==> config.mk <==
export PLATFORM = sky130hd
export DESIGN_NAME = mac_ctrl_flat
export DESIGN_NICKNAME = d
export VERILOG_FILES = /design/src/rtl/mac_ctrl_if.sv /design/src/rtl/mac_ctrl.sv /design/src/flat_wrapper.sv
export SDC_FILE = /design/constraint.sdc
export NUM_CORES = 1
export LEC_CHECK = 0
export CORE_UTILIZATION = 55
export DETAILED_ROUTE_END_ITERATION = 10
export HOLD_SLACK_MARGIN = 0.06
export PLACE_DENSITY = 0.89
export SLEW_MARGIN = 25
export SYNTH_ARGS = -nofsm -noshare
export SYNTH_HDL_FRONTEND = slang
export SYNTH_SLANG_ARGS = --single-unit
==> constraint.sdc <==
create_clock -name i_clk -period 2.7 [get_ports i_clk]
set_clock_uncertainty 0.2 [all_clocks]
set_input_delay 0.675 -clock i_clk [delete_from_list [all_inputs] [get_ports i_clk]]
set_output_delay 0.675 -clock i_clk [all_outputs]
set_load 0.005 [all_outputs]
==> src/rtl/mac_ctrl_if.sv <==
// rtl/mac_ctrl_if.sv - job, beat stream and result handshake bundle for mac_ctrl
interface mac_ctrl_if #(
  parameter int BW      = 4,
  parameter int PSUM_BW = 16,
  parameter int LW      = 8
);
  logic                start;
  logic [LW-1:0]       len;
  logic [PSUM_BW-1:0]  bias;
  logic                in_valid;
  logic                in_ready;
  logic [4*BW-1:0]     a;
  logic [4*BW-1:0]     b;
  logic                out_valid;
  logic                out_ready;
  logic [PSUM_BW-1:0]  out;
  logic                busy;

  modport master (
    output start, len, bias, in_valid, a, b, out_ready,
    input  in_ready, out_valid, out, busy
  );

  modport slave (
    input  start, len, bias, in_valid, a, b, out_ready,
    output in_ready, out_valid, out, busy
  );
endinterface

==> src/rtl/mac_ctrl.sv <==
// rtl/mac_ctrl.sv - 4-lane unsigned x signed MAC sequencer with job, beat and result handshakes
module mac_ctrl #(
  parameter int BW      = 4,
  parameter int PSUM_BW = 16,
  parameter int LW      = 8
) (
  input  logic        i_clk,
  input  logic        i_reset,
  mac_ctrl_if.slave   s_if
);

  localparam int PW = 2*BW + 1;
  localparam int DW = 2*BW + 3;

  typedef enum logic [1:0] {
    S_IDLE = 2'd0,
    S_RUN  = 2'd1,
    S_DONE = 2'd2
  } state_t;

  state_t              r_state;
  state_t              w_next_state;
  logic [PSUM_BW-1:0]  r_acc;
  logic [PSUM_BW-1:0]  w_acc_nxt;
  logic [LW-1:0]       r_cnt;
  logic [LW-1:0]       w_cnt_nxt;
  logic                w_in_ready;
  logic                w_out_valid;
  logic                w_busy;

  logic signed [PW-1:0] w_prod [4];
  logic signed [DW-1:0] w_dot;
  logic [PSUM_BW-1:0]   w_dot_ext;

  // Activation is zero-extended so it stays non-negative in the signed product.
  genvar g;
  for (g = 0; g < 4; g++) begin : g_lane
    assign w_prod[g] = $signed({{(BW+1){1'b0}}, s_if.a[BW*g +: BW]})
                     * $signed({{(BW+1){s_if.b[BW*g+BW-1]}}, s_if.b[BW*g +: BW]});
  end

  assign w_dot     = DW'(w_prod[0]) + DW'(w_prod[1]) + DW'(w_prod[2]) + DW'(w_prod[3]);
  assign w_dot_ext = {{(PSUM_BW-DW){w_dot[DW-1]}}, w_dot};

  always_ff @(posedge i_clk or posedge i_reset) begin
    if (i_reset) begin
      r_state <= S_IDLE;
      r_acc   <= '0;
      r_cnt   <= '0;
    end else begin
      r_state <= w_next_state;
      r_acc   <= w_acc_nxt;
      r_cnt   <= w_cnt_nxt;
    end
  end

  // Handshake outputs depend on r_state only, never on the inbound valid/ready/start.
  always_comb begin
    w_next_state = r_state;
    w_acc_nxt    = r_acc;
    w_cnt_nxt    = r_cnt;
    w_in_ready   = 1'b0;
    w_out_valid  = 1'b0;
    w_busy       = (r_state != S_IDLE);
    case (r_state)
      S_IDLE: begin
        if (s_if.start) begin
          w_acc_nxt = s_if.bias;
          if (s_if.len != '0) begin
            w_cnt_nxt    = s_if.len;
            w_next_state = S_RUN;
          end else begin
            w_next_state = S_DONE;
          end
        end
      end
      S_RUN: begin
        w_in_ready = 1'b1;
        if (s_if.in_valid) begin
          w_acc_nxt = r_acc + w_dot_ext;
          w_cnt_nxt = r_cnt - LW'(1);
          if (r_cnt == LW'(1)) begin
            w_next_state = S_DONE;
          end
        end
      end
      S_DONE: begin
        w_out_valid = 1'b1;
        if (s_if.out_ready) begin
          w_next_state = S_IDLE;
        end
      end
      default: begin
        w_next_state = S_IDLE;
      end
    endcase
  end

  assign s_if.in_ready  = w_in_ready;
  assign s_if.out_valid = w_out_valid;
  assign s_if.busy      = w_busy;
  assign s_if.out       = r_acc;

endmodule
==> src/flat_wrapper.sv <==
// flat-port wrapper written by rule: the top's interface ports become plain ports
module mac_ctrl_flat 
#(
  parameter int BW      = 4,
  parameter int PSUM_BW = 16,
  parameter int LW      = 8
)
  (i_clk, i_reset, s_if_start, s_if_len, s_if_bias, s_if_in_valid, s_if_a, s_if_b, s_if_out_ready, s_if_in_ready, s_if_out_valid, s_if_out, s_if_busy);
  mac_ctrl_if #(.BW(BW), .PSUM_BW(PSUM_BW), .LW(LW)) s_if_i ();
  input  logic i_clk;
  input  logic i_reset;
  input wire logic [$bits(s_if_i.start)-1:0] s_if_start;
  input wire logic [$bits(s_if_i.len)-1:0] s_if_len;
  input wire logic [$bits(s_if_i.bias)-1:0] s_if_bias;
  input wire logic [$bits(s_if_i.in_valid)-1:0] s_if_in_valid;
  input wire logic [$bits(s_if_i.a)-1:0] s_if_a;
  input wire logic [$bits(s_if_i.b)-1:0] s_if_b;
  input wire logic [$bits(s_if_i.out_ready)-1:0] s_if_out_ready;
  output wire logic [$bits(s_if_i.in_ready)-1:0] s_if_in_ready;
  output wire logic [$bits(s_if_i.out_valid)-1:0] s_if_out_valid;
  output wire logic [$bits(s_if_i.out)-1:0] s_if_out;
  output wire logic [$bits(s_if_i.busy)-1:0] s_if_busy;
  assign s_if_i.start = s_if_start;
  assign s_if_i.len = s_if_len;
  assign s_if_i.bias = s_if_bias;
  assign s_if_i.in_valid = s_if_in_valid;
  assign s_if_i.a = s_if_a;
  assign s_if_i.b = s_if_b;
  assign s_if_i.out_ready = s_if_out_ready;
  assign s_if_in_ready = s_if_i.in_ready;
  assign s_if_out_valid = s_if_i.out_valid;
  assign s_if_out = s_if_i.out;
  assign s_if_busy = s_if_i.busy;
  mac_ctrl #(.BW(BW), .PSUM_BW(PSUM_BW), .LW(LW)) u_core (.i_clk(i_clk), .i_reset(i_reset), .s_if(s_if_i));
endmodule
# Word-level counts from Yosys, hierarchy flattened
# Cells that the tools add are included.
# op_classes
n_addsub	5
reduce_logical	7
eq_ne	8
multipliers	4
n_mux	15
# ops
op	count
$mul 5x4->9	4
$mux 16	2
$pmux 16 s2	1
$mux 8	3
$add 16x16->16	1
$pmux 8 s2	1
$add 10x9->11	1
$add 11x9->11	1
$add 9x9->10	1
$mux 2	5
$eq 8x1->1 const B	1
$reduce_and 4->1	2
$reduce_bool 8->1	1
$sub 8x1->8 const B	1
$ne 2x2->1 const B	3
$pmux 2 s3	1
$ne 2x1->1 const B	2
$reduce_bool 2->1	2
$reduce_and 3->1	1
$eq 2x1->1 const B	1
$eq 2x2->1 const B	1
$logic_not 2->1	1
$mux 1	2
# totals
reg_bits	26
inputBits	61

# Longest topological paths before layout
# logic_depth
word_depth	7
depth_mapped	28
ltp_nobuf	28

# Worst setup path before layout
# OpenSTA, ideal clock, no wires.
# synth_path
path_type	in2reg
startpoint	input s_if_b[4]
endpoint	register u_core.r_acc[13] (netlist: u_core.s_if.out[13])
t_required_ns	2.378
path_slack_ns	-4.344
path_stages	24
path_buffers	0
setup_ns	0.122
t_arrival_ns	6.722
cell_sequence	and2_1 > fa_1 > inv_1 > fa_1 > inv_1 > fa_1 > fa_1 > inv_1 > fa_1 > fa_1 > inv_1 > ha_1 > o21ai_0 > nor3b_1 > nand3b_1 > a31oi_1 > and2_1 > ha_1 > a21oi_1 > o21ai_0 > and2b_4 > o21ai_2 > or3_1 > a32o_1
# synth_via
elab_chain_len	7
# synth_lines
item	line	source
start, declared	flat_wrapper.sv:17	input wire logic [$bits(s_if_i.b)-1:0] s_if_b;
$mul 5x4->9	mac_ctrl.sv:39	* $signed({{(BW+1){s_if.b[BW*g+BW-1]}}, s_if.b[BW*g +: BW]});
$add 9x9->10	mac_ctrl.sv:42	assign w_dot = DW'(w_prod[0]) + DW'(w_prod[1]) + DW'(w_prod[2]) + DW'(w_prod[3]);
$add 10x9->11	mac_ctrl.sv:42	
$add 11x9->11	mac_ctrl.sv:42	
$add 16x16->16	mac_ctrl.sv:80	w_acc_nxt = r_acc + w_dot_ext;
$mux 16	mac_ctrl.sv:79	if (s_if.in_valid) begin
$pmux 16 s2	mac_ctrl.sv:65	case (r_state)
end signal, assigned	mac_ctrl.sv:52	r_acc <= w_acc_nxt;
end, declared	mac_ctrl.sv:23	logic [PSUM_BW-1:0] r_acc;
# Every way passes these cells. The select of a mux whose other input is x is not followed.
# A chain may end at the register's enable or synchronous reset.

# Worst setup path in the final report
# layout_path
startpoint	input s_if_b[9]
endpoint	register u_core.r_acc[13] (netlist: u_core.s_if.out[13])
# layout_via
elab_chain_len	6
# layout_lines
item	line
$mul 5x4->9	mac_ctrl.sv:39
$add 10x9->11	mac_ctrl.sv:42
$add 11x9->11	mac_ctrl.sv:42
$add 16x16->16	mac_ctrl.sv:80
$mux 16	mac_ctrl.sv:79
$pmux 16 s2	mac_ctrl.sv:65
# Every way passes these cells. The select of a mux whose other input is x is not followed.

==> flow_metrics.py <==
metrics = {
    "placement": {
        "pre_cts_slack_ns": -4.75,
        "dp_hpwl_um": 12300,
        "numPortBuffers": 79,
        "place_congestion": 0.909,
    },
    "synthesis": {
        "synth_fp_nets": 769,
        "ys_ff_latch": 26,
        "synth_top_family_by_area": "adder cells",
        "avgSynthCellArea_um2": 8.64,
        "syn_area_um2": 5020,
        "yosysWarnings": 0,
        "synth_largest_area_cell": "fa_1",
        "synth_compound_area_share_pct": 15.0,
        "synth_edf_count": 0,
        "synthSimpleGateAreaFrac_pct": 16.7,
        "synth_cell_type_count": 63,
        "ys.flop_type": "dfrtp_1",
        "synth_xor_area_share_pct": 4.54,
        "yosysSeqAreaShare_pct": 13.0,
        "synthDominantCellAreaShare_pct": 24.3,
        "synthArstFlopShare_pct": 100,
        "synthMuxAreaShare_pct": 0.623,
        "yosys.area_share.adder_pct": 41.0,
        "netlist_top_cells_area": "fa_1 (24%), ha_1 (16%), dfrtp_1 (13%)",
        "syn_inst": 581,
    },
    "min_path": {
        "hp-start": "u_core.r_cnt[7]$_DFFE_PP0P_",
        "hold_path_depth": 2,
        "hold_path.class": "reg2reg",
        "whs_endpoint": "u_core.r_cnt[7]$_DFFE_PP0P_",
    },
    "cts": {
        "cts_made_buffers": 3,
        "cts_hold_buf": 0,
        "htreeDepth": 1,
        "clk_pin_slew_ns": 0.10,
        "cts_tree": "done",
        "cts.sinks": 26,
        "clk_path_buf_depth": 2,
        "clk_latency_ns": 0.28,
        "cts-root-buf": "clkbuf_8",
    },
    "floorplan": {
        "rows": 34,
        "die_h_um": 97.5,
        "core-area_um2": 8760,
        "die_area_um2": 9510,
        "start_util_pct": 57.3,
        "io_pins": 80,
        "fp.dieW_um": 97.5,
    },
    "outcome": {
        "status": "finished with violations",
        "violations": "negative setup slack",
    },
    "drt": {
        "antenna_left": 0,
        "vias": 5101,
        "drc": 0,
        "dr.pass1.iters": 5,
        "finalWirelength_um": 17400,
        "wl_per_cell_um": 20.1,
        "drt_iter0_drc": 222,
        "routed_via_density": 5.89,
    },
    "sta": {
        "finalSetupTns_ns": -57.01,
        "setup_ws_ns": -4.38,
        "relSlewSlack_pct": 76.2,
        "finalCriticalPeriod_ns": 7.08,
        "fin_crit_sh_pct": 262,
        "setup_viol": 16,
        "hold_viol": 0,
        "worst_hold_slack_ns": 0.322,
        "max_slew.worst_pin.slew_ns": 0.355,
        "clock.fmax_mhz": 141,
        "rsz0062_at_grt": "yes",
        "slew_viol_final": 0,
    },
    "setup_path": {
        "crit_path_start_kind": "primary input",
        "critPathMaxFanout": 4,
        "crit_type": "in2reg",
        "r2r-start": "u_core.s_if.out[0]$_DFFE_PP0P_",
        "endpoint_kind": "flop",
        "ff2ff_path_depth": 9,
        "critPathArrivalTime_ns": 7.04,
        "r2r-end": "u_core.s_if.out[12]$_DFFE_PP0P_",
        "critical_path.startpoint": "s_if_b[9]",
        "r2r_setup_slack_ns": 0.13,
        "required_ns": 2.66,
    },
    "grt": {
        "grtUsageTotal_pct": 35.2,
        "grt-ovfl-total": 0,
        "grt_max_degree": 30,
        "grt_pass1_wl_um": 26400,
        "grt_pass1_vias": 5520,
        "antenna_found_initial": 0,
    },
    "layout": {
        "synthToLayoutAreaGrowth_pct": 50.9,
        "nNetsFinal": 947,
        "diodes": 0,
        "drive_gt1_share_pct": 37.2,
    },
    "flow_run": {
        "maxCapViolCount": 0,
    },
}
-- metal layers --
metal | vias to the layer above | routed length [um] | track usage, % | share of wire, %
met1 | 2471 | 5880 | 37.2 | 34
met3 | 110 | 1050 | 4.10 | 6.0
li1 | 2259 | - | - | -
met5 | - | 0 | 0 | 0
met2 | 261 | 9150 | 67.6 | 53
met4 | 0 | 1340 | 18.4 | 7.7
-- logic make-up after synthesis --
| group | after synthesis |
|---|---|
| AO/OA/AOI/OAI | 118 |
| XOR/XNOR | 26 |
| adder cells (fa/ha/maj) | 128 |
| buffers and inverters | 114 |
| flip-flops | 26 |
| multiplexers | 3 |
| AND/OR/NAND/NOR | 166 |
-- worst max path at each step --
stage | endpoint | slack (ns) | cells after the start
detailed placement | u_core.s_if.out[13]$_DFFE_PP0P_ | -4.75 | 24
floorplan | u_core.s_if.out[13]$_DFFE_PP0P_ | -3.79 | 25
global placement | u_core.s_if.out[13]$_DFFE_PP0P_ | -4.56 | 24
CTS | u_core.s_if.out[13]$_DFFE_PP0P_ | -4.25 | 25
global route | u_core.s_if.out[14]$_DFFE_PP0P_ | -4.58 | 27
finish | u_core.s_if.out[13]$_DFFE_PP0P_ | -4.38 | 28
-- what timing repair did --
| item | CTS | global route |
|---|---|---|
| endpoints found under the hold margin | 0 | 0 |
| pin swaps | 71 | 63 |
| gates resized for setup | 187 | 61 |
| endpoints found under the setup margin | 16 | 16 |
| setup buffers | 11 | 11 |
-- critical path: stages --
cell             delay (ns)
clkdlybuf4s15_1        0.25
buf_4                  0.16
and2_1                 0.33
ha_4                   0.20
inv_1                  0.05
fa_2                   0.53
inv_1                  0.05
fa_1                   0.50
fa_1                   0.52
inv_1                  0.05
fa_1                   0.44
fa_1                   0.55
inv_2                  0.08
ha_4                   0.26
buf_12                 0.13
o21ai_4                0.15
o21bai_1               0.10
a21oi_2                0.16
o21bai_1               0.10
a21oi_1                0.16
xnor2_1                0.15
ha_2                   0.33
a21oi_2                0.17
o21ai_2                0.08
and2b_4                0.27
o21ai_2                0.06
or3_1                  0.31
a32o_1                 0.23
-- cells in the mapped netlist (4+ instances only) --
cell type  instances
o21a_1             6
inv_1            102
nand2b_1           6
a21oi_1           30
and2_1            34
nor3_1             7
dfrtp_1           26
nor2b_1            4
xnor2_1           23
o21ai_0           10
nand2_1           46
a21o_1             6
o21bai_1           5
fa_1              61
clkbuf_1           6
o21ai_1           22
a31oi_1            5
o22ai_1            8
ha_1              66
nor2_1            42
-- layout make-up --
type	count	area [um^2]
Sequential cell	26	651
Tap cell	108	135
Clock inverter	1	30.0
Inverter	102	388
Timing Repair Buffer	185	1640
Clock buffer	3	41.3
Fill cell	432	1190
Multi-Input combinational cell	441	4690
-- placed cells by master, fill, tap and decap left out, types with 6 or more instances in the layout --
cell              n
o21a_1            6
o21ai_1          21
ha_4             23
and2_1           22
dfrtp_1          26
fa_2             16
o22ai_1           8
xnor2_2          12
fa_1             45
inv_2            19
nor2_1           37
and2_4           12
nand2_1          38
a21oi_2           9
xnor2_1           9
ha_1             41
buf_2             7
a21o_1            6
clkdlybuf4s50_1  47
a21oi_1          19
buf_4            90
inv_1            81
buf_6            19
nor3_1            6
-- registers in the layout, indices dropped and copies added, names as in the netlist --
signal           count
u_core.r_state       2
u_core.s_if.out     16
u_core.r_cnt         8
-- stage by stage --
step                cell area (um^2)  utilization, %  std cells
global placement                6790            77.4        842
detailed placement              6790            77.4        842
CTS                             7270            83.0        856
floorplan                       5290               -        581
global route                    7570            86.4        866
finish                          7570            86.4        866
Power is not shown: default switching activity piles up to over one toggle a cycle in this logic, so the estimate is an artifact.
